===== src/rtl/rom_arb_pkg.sv =====
// rtl/rom_arb_pkg.sv - shared types and constants for the boot ROM arbiter
// Contents: owner_e (IDLE/IGNT/DGNT), load size encodings SZ_B/SZ_H/SZ_W,
// default starvation limit STARVE_MAX_DEF.
package rom_arb_pkg;

    typedef enum logic [1:0] {
        IDLE = 2'd0,
        IGNT = 2'd1,
        DGNT = 2'd2
    } owner_e;

    localparam logic [1:0] SZ_B = 2'd0;
    localparam logic [1:0] SZ_H = 2'd1;
    localparam logic [1:0] SZ_W = 2'd2;

    localparam int STARVE_MAX_DEF = 4;

endpackage


===== src/rtl/rom_load_align.sv =====
// rtl/rom_load_align.sv - combinational sub-word load extraction and extension
// Ports: rom_dout (32-bit memory word), lane (byte address bits [1:0]),
// size (SZ_B/SZ_H/SZ_W, 3 reserved), sign_ext; rdata (extended result,
// 0 on error), err (misaligned or reserved size).
module rom_load_align
    import rom_arb_pkg::*;
(
    input  logic [31:0] rom_dout,
    input  logic [1:0]  lane,
    input  logic [1:0]  size,
    input  logic        sign_ext,
    output logic [31:0] rdata,
    output logic        err
);

    logic [7:0]  byte_sel;
    logic [15:0] half_sel;

    always_comb begin
        byte_sel = rom_dout[{lane, 3'b000} +: 8];
        half_sel = lane[1] ? rom_dout[31:16] : rom_dout[15:0];
        rdata    = '0;
        err      = 1'b0;
        case (size)
            SZ_B: rdata = {{24{sign_ext & byte_sel[7]}}, byte_sel};
            SZ_H: begin
                if (lane[0]) err = 1'b1;
                else         rdata = {{16{sign_ext & half_sel[15]}}, half_sel};
            end
            SZ_W: begin
                if (lane != 2'b00) err = 1'b1;
                else               rdata = rom_dout;
            end
            default: err = 1'b1;
        endcase
    end

endmodule


===== src/rtl/rom_arbiter.sv =====
// rtl/rom_arbiter.sv - fetch/load arbiter and read sequencer for the boot ROM
// Ports: clk, rst (sync, active-high); fetch port i_req/i_addr/i_gnt/
// i_rvalid/i_rdata; load port d_req/d_addr/d_size/d_signed/d_gnt/d_rvalid/
// d_rdata/d_err; ROM side rom_addr/rom_dout (registered, one-cycle latency).
// Build option: ROM_ARB_RR_EN selects round-robin instead of data priority
// with starvation guard.
module rom_arbiter #(
    parameter int ADDR_W     = 10,
    parameter int STARVE_MAX = rom_arb_pkg::STARVE_MAX_DEF
) (
    input  logic              clk,
    input  logic              rst,
    input  logic              i_req,
    input  logic [ADDR_W-1:0] i_addr,
    output logic              i_gnt,
    output logic              i_rvalid,
    output logic [31:0]       i_rdata,
    input  logic              d_req,
    input  logic [ADDR_W-1:0] d_addr,
    input  logic [1:0]        d_size,
    input  logic              d_signed,
    output logic              d_gnt,
    output logic              d_rvalid,
    output logic [31:0]       d_rdata,
    output logic              d_err,
    output logic [ADDR_W-1:0] rom_addr,
    input  logic [31:0]       rom_dout
);
    import rom_arb_pkg::*;

    // state_d: owner of the access issued this cycle; state_q: owner of the
    // access whose data is on rom_dout this cycle.
    owner_e            state_d, state_q;
    logic [ADDR_W-1:0] addr_q;
    logic [1:0]        lane_q;
    logic [1:0]        size_q;
    logic              sign_q;
    logic              prefer_i;
    logic [31:0]       align_rdata;
    logic              align_err;

`ifdef ROM_ARB_RR_EN
    logic last_d;

    assign prefer_i = last_d;

    always_ff @(posedge clk) begin
        if (rst)                  last_d <= 1'b0;
        else if (state_d == IGNT) last_d <= 1'b0;
        else if (state_d == DGNT) last_d <= 1'b1;
    end
`else
    localparam int CW = $clog2(STARVE_MAX + 1);
    logic [CW-1:0] starve_cnt;

    assign prefer_i = (starve_cnt == CW'(STARVE_MAX));

    always_ff @(posedge clk) begin
        if (rst || !i_req || state_d == IGNT)
            starve_cnt <= '0;
        else if (state_d == DGNT && starve_cnt != CW'(STARVE_MAX))
            starve_cnt <= starve_cnt + CW'(1);
    end
`endif

    always_ff @(posedge clk) begin
        if (rst) begin
            state_q <= IDLE;
            addr_q  <= '0;
            lane_q  <= '0;
            size_q  <= '0;
            sign_q  <= 1'b0;
        end else begin
            state_q <= state_d;
            addr_q  <= rom_addr;
            if (state_d == DGNT) begin
                lane_q <= d_addr[1:0];
                size_q <= d_size;
                sign_q <= d_signed;
            end
        end
    end

    always_comb begin
        state_d = IDLE;
        if (!rst) begin
            if (i_req && d_req) state_d = prefer_i ? IGNT : DGNT;
            else if (i_req)     state_d = IGNT;
            else if (d_req)     state_d = DGNT;
        end
    end

    rom_load_align u_align (
        .rom_dout (rom_dout),
        .lane     (lane_q),
        .size     (size_q),
        .sign_ext (sign_q),
        .rdata    (align_rdata),
        .err      (align_err)
    );

    // Responses are masked while rst is high so a reset in the response
    // cycle drops the in-flight read.
    always_comb begin
        i_gnt    = (state_d == IGNT);
        d_gnt    = (state_d == DGNT);
        rom_addr = addr_q;
        if (rst)        rom_addr = '0;
        else if (i_gnt) rom_addr = i_addr;
        else if (d_gnt) rom_addr = d_addr;
        i_rvalid = (state_q == IGNT) && !rst;
        d_rvalid = (state_q == DGNT) && !rst;
        i_rdata  = i_rvalid ? rom_dout : 32'h0;
        d_rdata  = (d_rvalid && !align_err) ? align_rdata : 32'h0;
        d_err    = d_rvalid && align_err;
    end

endmodule


===== config.mk =====
export PLATFORM = sky130hd
export DESIGN_NAME = rom_arbiter
export DESIGN_NICKNAME = d
export VERILOG_FILES = /design/src/rtl/rom_arb_pkg.sv /design/src/rtl/rom_load_align.sv /design/src/rtl/rom_arbiter.sv
export SDC_FILE = /design/constraint.sdc
export NUM_CORES = 1
export LEC_CHECK = 0
export ABC_AREA = 1
export CAP_MARGIN = 20
export CORE_ASPECT_RATIO = 0.75
export CORE_MARGIN = 2
export CORE_UTILIZATION = 64
export CTS_CLUSTER_SIZE = 20
export DETAILED_ROUTE_END_ITERATION = 10
export DONT_BUFFER_PORTS = 1
export GPL_TIMING_DRIVEN = 0
export PLACE_DENSITY_LB_ADDON = 0.08
export SLEW_MARGIN = 20
export SYNTH_ARGS = -nofsm -noshare
export SYNTH_HDL_FRONTEND = slang
export SYNTH_SLANG_ARGS = --single-unit

===== constraint.sdc =====
create_clock -name clk -period 2.1 [get_ports clk]
set_input_delay 0.42 -clock clk [delete_from_list [all_inputs] [get_ports clk]]
set_output_delay 0.42 -clock clk [all_outputs]
set_load 0.02 [all_outputs]

Word-level counts from Yosys, hierarchy flattened
Index checks and enable logic that the tools add are counted.
- output and inout port bits: 79
- bits in registers: 20
- logic and storage cells: 48
- shift-type cells: 1
- equality and inequality tests: 8
- $add $sub $neg: 1
- multiplexer cells: 17
- reduce and logical (&&, ||, !) cells: 13
- bitwise operators: 2
- operators by type and width (kind ; count):
    $mux W32 ; 4
    $pmux W32 S3 ; 1
    $shiftx A32 B6 Y8 ; 1
    $mux W10 ; 3
    $mux W16 ; 1
    $mux W2 ; 5
    $eq A2 B1 Y1 const B ; 3
    $eq A2 B2 Y1 const B ; 3
    $logic_and A1 B1 Y1 ; 6
    $add A3 B1 Y3 const B ; 1
    $eq A3 B3 Y1 const B ; 1
    $logic_not A1 Y1 ; 3
    $ne A3 B3 Y1 const B ; 1
    $pmux W1 S3 ; 1
    $and A1 B1 Y1 ; 2
    $logic_not A2 Y1 ; 1
    $logic_or A1 B1 Y1 ; 2
    $mux W1 ; 2
    $reduce_bool A2 Y1 ; 1

Depth between registers and ports, before layout
- depth in word-level cells: 8
- depth in mapped cells: 10

By module
A second synthesis with hierarchy kept.
- cells, all modules: 517
- area total of the unflattened synthesis: 2519.9 µm²
- modules (own cells, without submodules) (module ; cells an instance ; area an instance (µm²) ; instances):
    rom_arbiter ; 305 ; 1612.8 ; 1
    rom_load_align ; 212 ; 907.1 ; 1

Worst setup path after synthesis
Ideal clock, no wire load.
- path type: in2out
- start point: input rst
- end point: output d_rdata[0]
- buffers on the path: 1
- required time: 1.680 ns
- cell stages on the path: 4
- setup slack: -0.086 ns
- arrival: 1.766 ns
- path through: nor3_1 > nand3_1 > buf_2 > a21oi_1
- longest elaborated chain between the ends: 4
- RTL lines (element ; RTL line ; source):
    start, declared ; rom_arbiter.sv:12 ; input logic rst,
    $logic_not A1 Y1 ; rom_arbiter.sv:112 ; d_rvalid = (state_q == DGNT) && !rst;
    $logic_and A1 B1 Y1 ; rom_arbiter.sv:112 ;
    $logic_and A1 B1 Y1 ; rom_arbiter.sv:114 ; d_rdata = (d_rvalid && !align_err) ? align_rdata : 32'h0;
    $mux W32 ; rom_arbiter.sv:114 ;
    end, declared ; rom_arbiter.sv:24 ; output logic [31:0] d_rdata,
No other way between the ends.

Worst setup path after layout
- start point: register lane_q[1]
- end point: output d_rdata[0]
- longest elaborated chain between the ends: 6
- elaborated cells on any way between the ends: 11
- classes of those cells: shift (1); mux (7); reduce/logical (3)
- RTL lines (element ; RTL line ; source):
    start, declared ; rom_arbiter.sv:35 ; logic [1:0] lane_q;
    start signal, assigned ; rom_arbiter.sv:77 ; lane_q <= d_addr[1:0];
    parallel branches: the longest is 5 deep, another holds $shiftx A32 B6 Y8 ; -- ;
    $mux W32 (*) ; rom_arbiter.sv:114 ;
Mark *: on every way between the ends.

==> summary.md <==
| Metric | Value |
|---|---|
| Most frequent cells in the layout | `nand2_1, inv_1, nor2_1` |
| DIE AREA | `0.00392 mm²` |
| H-tree levels | `1` |
| EDFF count, synth | `0` |
| CTS tree | `done` |
| Global route overflow | `0` |
| Post-Synthesis Cell Area | `0.00219 mm²` |
| Crit path buffers/inverters | `2` |
| Setup ws final | `-99.2 ps` |
| Yosys reg bits | `20` |
| MaxCap Viol Count | `0` |
| Io pins | `138` |
| Power density over cell area | `400 mW/mm²` |
| Final setup fails | `26` |
| First-pass GRT wire length | `10300 µm` |
| Commonest non-fill, non-tap cell in the layout | `nand2_1` |
| Post-synthesis xor/xnor area fraction | `0.399%` |
| Slowest stage cell, crit path | `dfxtp_4` |
| Data arrival, critical path | `1780 ps` |
| Failing checks | `negative setup slack` |
| Pleak | `1.49 nW` |
| Clock Path Buffers | `2` |
| Critical path class | `flop to primary output` |
| Total Wirelength | `9300 µm` |
| Final hold viol count | `0` |
| CP Launch Type | `flop` |
| Worst EP required | `1680 ps` |
| Worst Reg-to-Reg Cells | `9` |
| Sequential share of the synthesized area | `18.3%` |
| Sum Neg Setup Slack | `-1300 ps` |
| Min-delay worst type | `primary input to flop` |
| Leading register cell type out of synthesis | `dfxtp_1` |
| Clk pin slew, worst setup/hold paths | `70 ps` |
| Row cnt | `18` |
| Share of layout cells above drive strength 1 | `35.1%` |
| Max VDD drop | `0.526 mV` |
| Syn avg cell area | `5.48 µm²` |
| Simple-gate share of the synthesized area | `43.1%` |
| Status | `complete, but fails checks` |
| Hold buffer count at cts | `0` |
| Clk_skew | `0.808 ps` |
| Via/cell ratio | `6.32` |
| Post-Synthesis Cells | `400` |
| Die W | `71.6 µm` |
| Starting DRT DRC Count | `347` |
| Max incr delay on CP | `380 ps` |
| Clock latency on the worst-skew pair | `260 ps` |
| Critical-path maximum fanout | `10` |
| DR pass1 iterations | `8` |
| Post-Synth Adder-Cell Area | `1.14%` |
| WL/cell | `20.3 µm` |
| P&R area growth vs syn | `35.7%` |
| # diodes | `0` |
| Nets | `482` |
| Initial antenna violation count | `0` |
| CP top delay family | `compound AO/OA/AOI/OAI gates` |
| Antenna Nets Post-Route | `0` |
| Worst hold path depth | `1` |
| I/O Buffers | `0` |
| DPL Wire Length | `4900 µm` |
| CTS Root Cell | `clkbuf_8` |
| Worst Max-Slew Pin Slew | `744 ps` |
| Final core area utilization | `90.5%` |
| Gr usage total | `34.3%` |
| RSZ-0062 raised after global routing | `true` |
| Unique masters post-synth | `29` |
| Die outline height | `54.7 µm` |
| Core ar. | `0.00329 mm²` |
| Syn Nets | `461` |
| Crit. path cell count | `6` |
| Vias in the first global route | `2240` |
| Fin crit period | `2200 ps` |
| GP Congestion | `1.01` |
| Asr flop ratio synth | `0%` |
| Largest net degree at the start of global routing | `11` |
| Vias | `2899` |
| Mux cell area share after synthesis | `0%` |
| Warnings, synthesis | `0` |
| Post-layout power | `1.19 mW` |
| Crit path capture type | `primary output` |
| Synth Area in Compound Gates | `15.7%` |
| DR DRC count | `0` |
| Clk sinks | `20` |
| F_max | `455 MHz` |
| Critical-path cell list | `buf_8 > buf_4 > nand3_4 > o21ai_0 > nand2_1 > a21oi_4` |
| Final Max Tran Viols | `0` |
| Post-Route Hold Slack | `221 ps` |
| CTS Buf Count | `3` |
| Starting density of the core | `66.7%` |
| Max-slew headroom | `50.4%` |
| Largest family of logic cells by synthesized area | `simple AND/OR/NAND/NOR gates` |
| Period utilisation layout | `105%` |
[report_power, final]
part           leakage [nW]  switching (mW)  internal [mW]  total [mW]
clock network        0.0216           0.126          0.128       0.254
logic                  1.31           0.348          0.168       0.516
registers             0.167          0.0182          0.403       0.421
total                  1.49           0.493          0.699        1.19
[cells in the mapped netlist (3+ instances only)]
master      n  share of area (%)
buf_6       4                2.1
o21ai_0    15                3.4
nor2_1     57                9.8
dfxtp_1    20                 18
clkbuf_1    4               0.68
or2_0       3               0.86
nand2_2     4                1.1
nand2_1   100                 17
inv_1      80                 14
a21oi_1    12                2.7
nand3_1    27                6.2
buf_2       8                1.8
inv_2      13                2.2
and2_1      3               0.86
or2_2      10                2.9
a21oi_2    20                8.0
o211ai_1    3                1.0
[kinds of logic (layout without fill, tap and decap cells)]
kind of cell,after synthesis,after routing
buf+inv,112,131
xor+xnor,1,1
flops,20,20
simple gates,213,213
fa+ha+maj,2,2
compound gates,52,52
[stage by stage]
| stage | cell area, µm² | cells | worst slack [ps] |
|---|---|---|---|
| floorplan | 2200 | 400 | 159 |
| global placement | 2250 | 440 | -55.6 |
| detailed placement | 2250 | 440 | -74.2 |
| CTS | 2590 | 449 | -33.3 |
| global route | 2980 | 459 | -117 |
| finish | 2980 | 459 | -99.2 |
[cell type report]
cell class	count	area [µm²]
plain buffers	19	206
clock buffers	3	41.3
fillers	156	312
inverters	93	360
multi-input cells	268	1710
flip-flops and latches	20	410
well taps	40	50.0
repair buffers	16	198
[per-layer routing]
layer | GRT usage [%] | routed length, µm | vias to the layer above
met5 | 0 | 0 | -
met4 | 7.86 | 530 | 0
met3 | 9.02 | 1250 | 80
met2 | 59.9 | 4190 | 309
met1 | 43.2 | 3320 | 1287
li1 | - | - | 1223
[registers in the layout, summed over array words and instances (netlist names)]
name	flops
size_q	2
lane_q	2
sign_q	1
starve_cnt	3
addr_q	10
state_q	2
[repair_timing]
item / 4_1_cts / 5_1_grt
setup endpoints to repair: 43 / 47
gates cloned: 1 / 4
pin swaps: 3 / 20
setup buffers: 5 / 6
resized for setup: 54 / 85
[worst paths after layout]
kind	from	end	slack (ps)
worst min-delay path	rst	lane_q[0]$_SDFFE_PP0P_	220
worst min register to register	starve_cnt[0]$_SDFFE_PP0P_	starve_cnt[0]$_SDFFE_PP0P_	520
worst max register to register	starve_cnt[1]$_SDFFE_PP0P_	addr_q[7]$_SDFF_PP0_	640
worst max-delay path	lane_q[1]$_SDFFE_PP0P_	d_rdata[0]	-100
[worst register-to-register path: cells and delay by family, from the launching register on]
family	cells	cell delay [ps]
flops	1	330
fa+ha+maj	1	150
buf+inv	3	260
simple gates	5	620
Note: power is estimated with default switching activity, not from simulation.
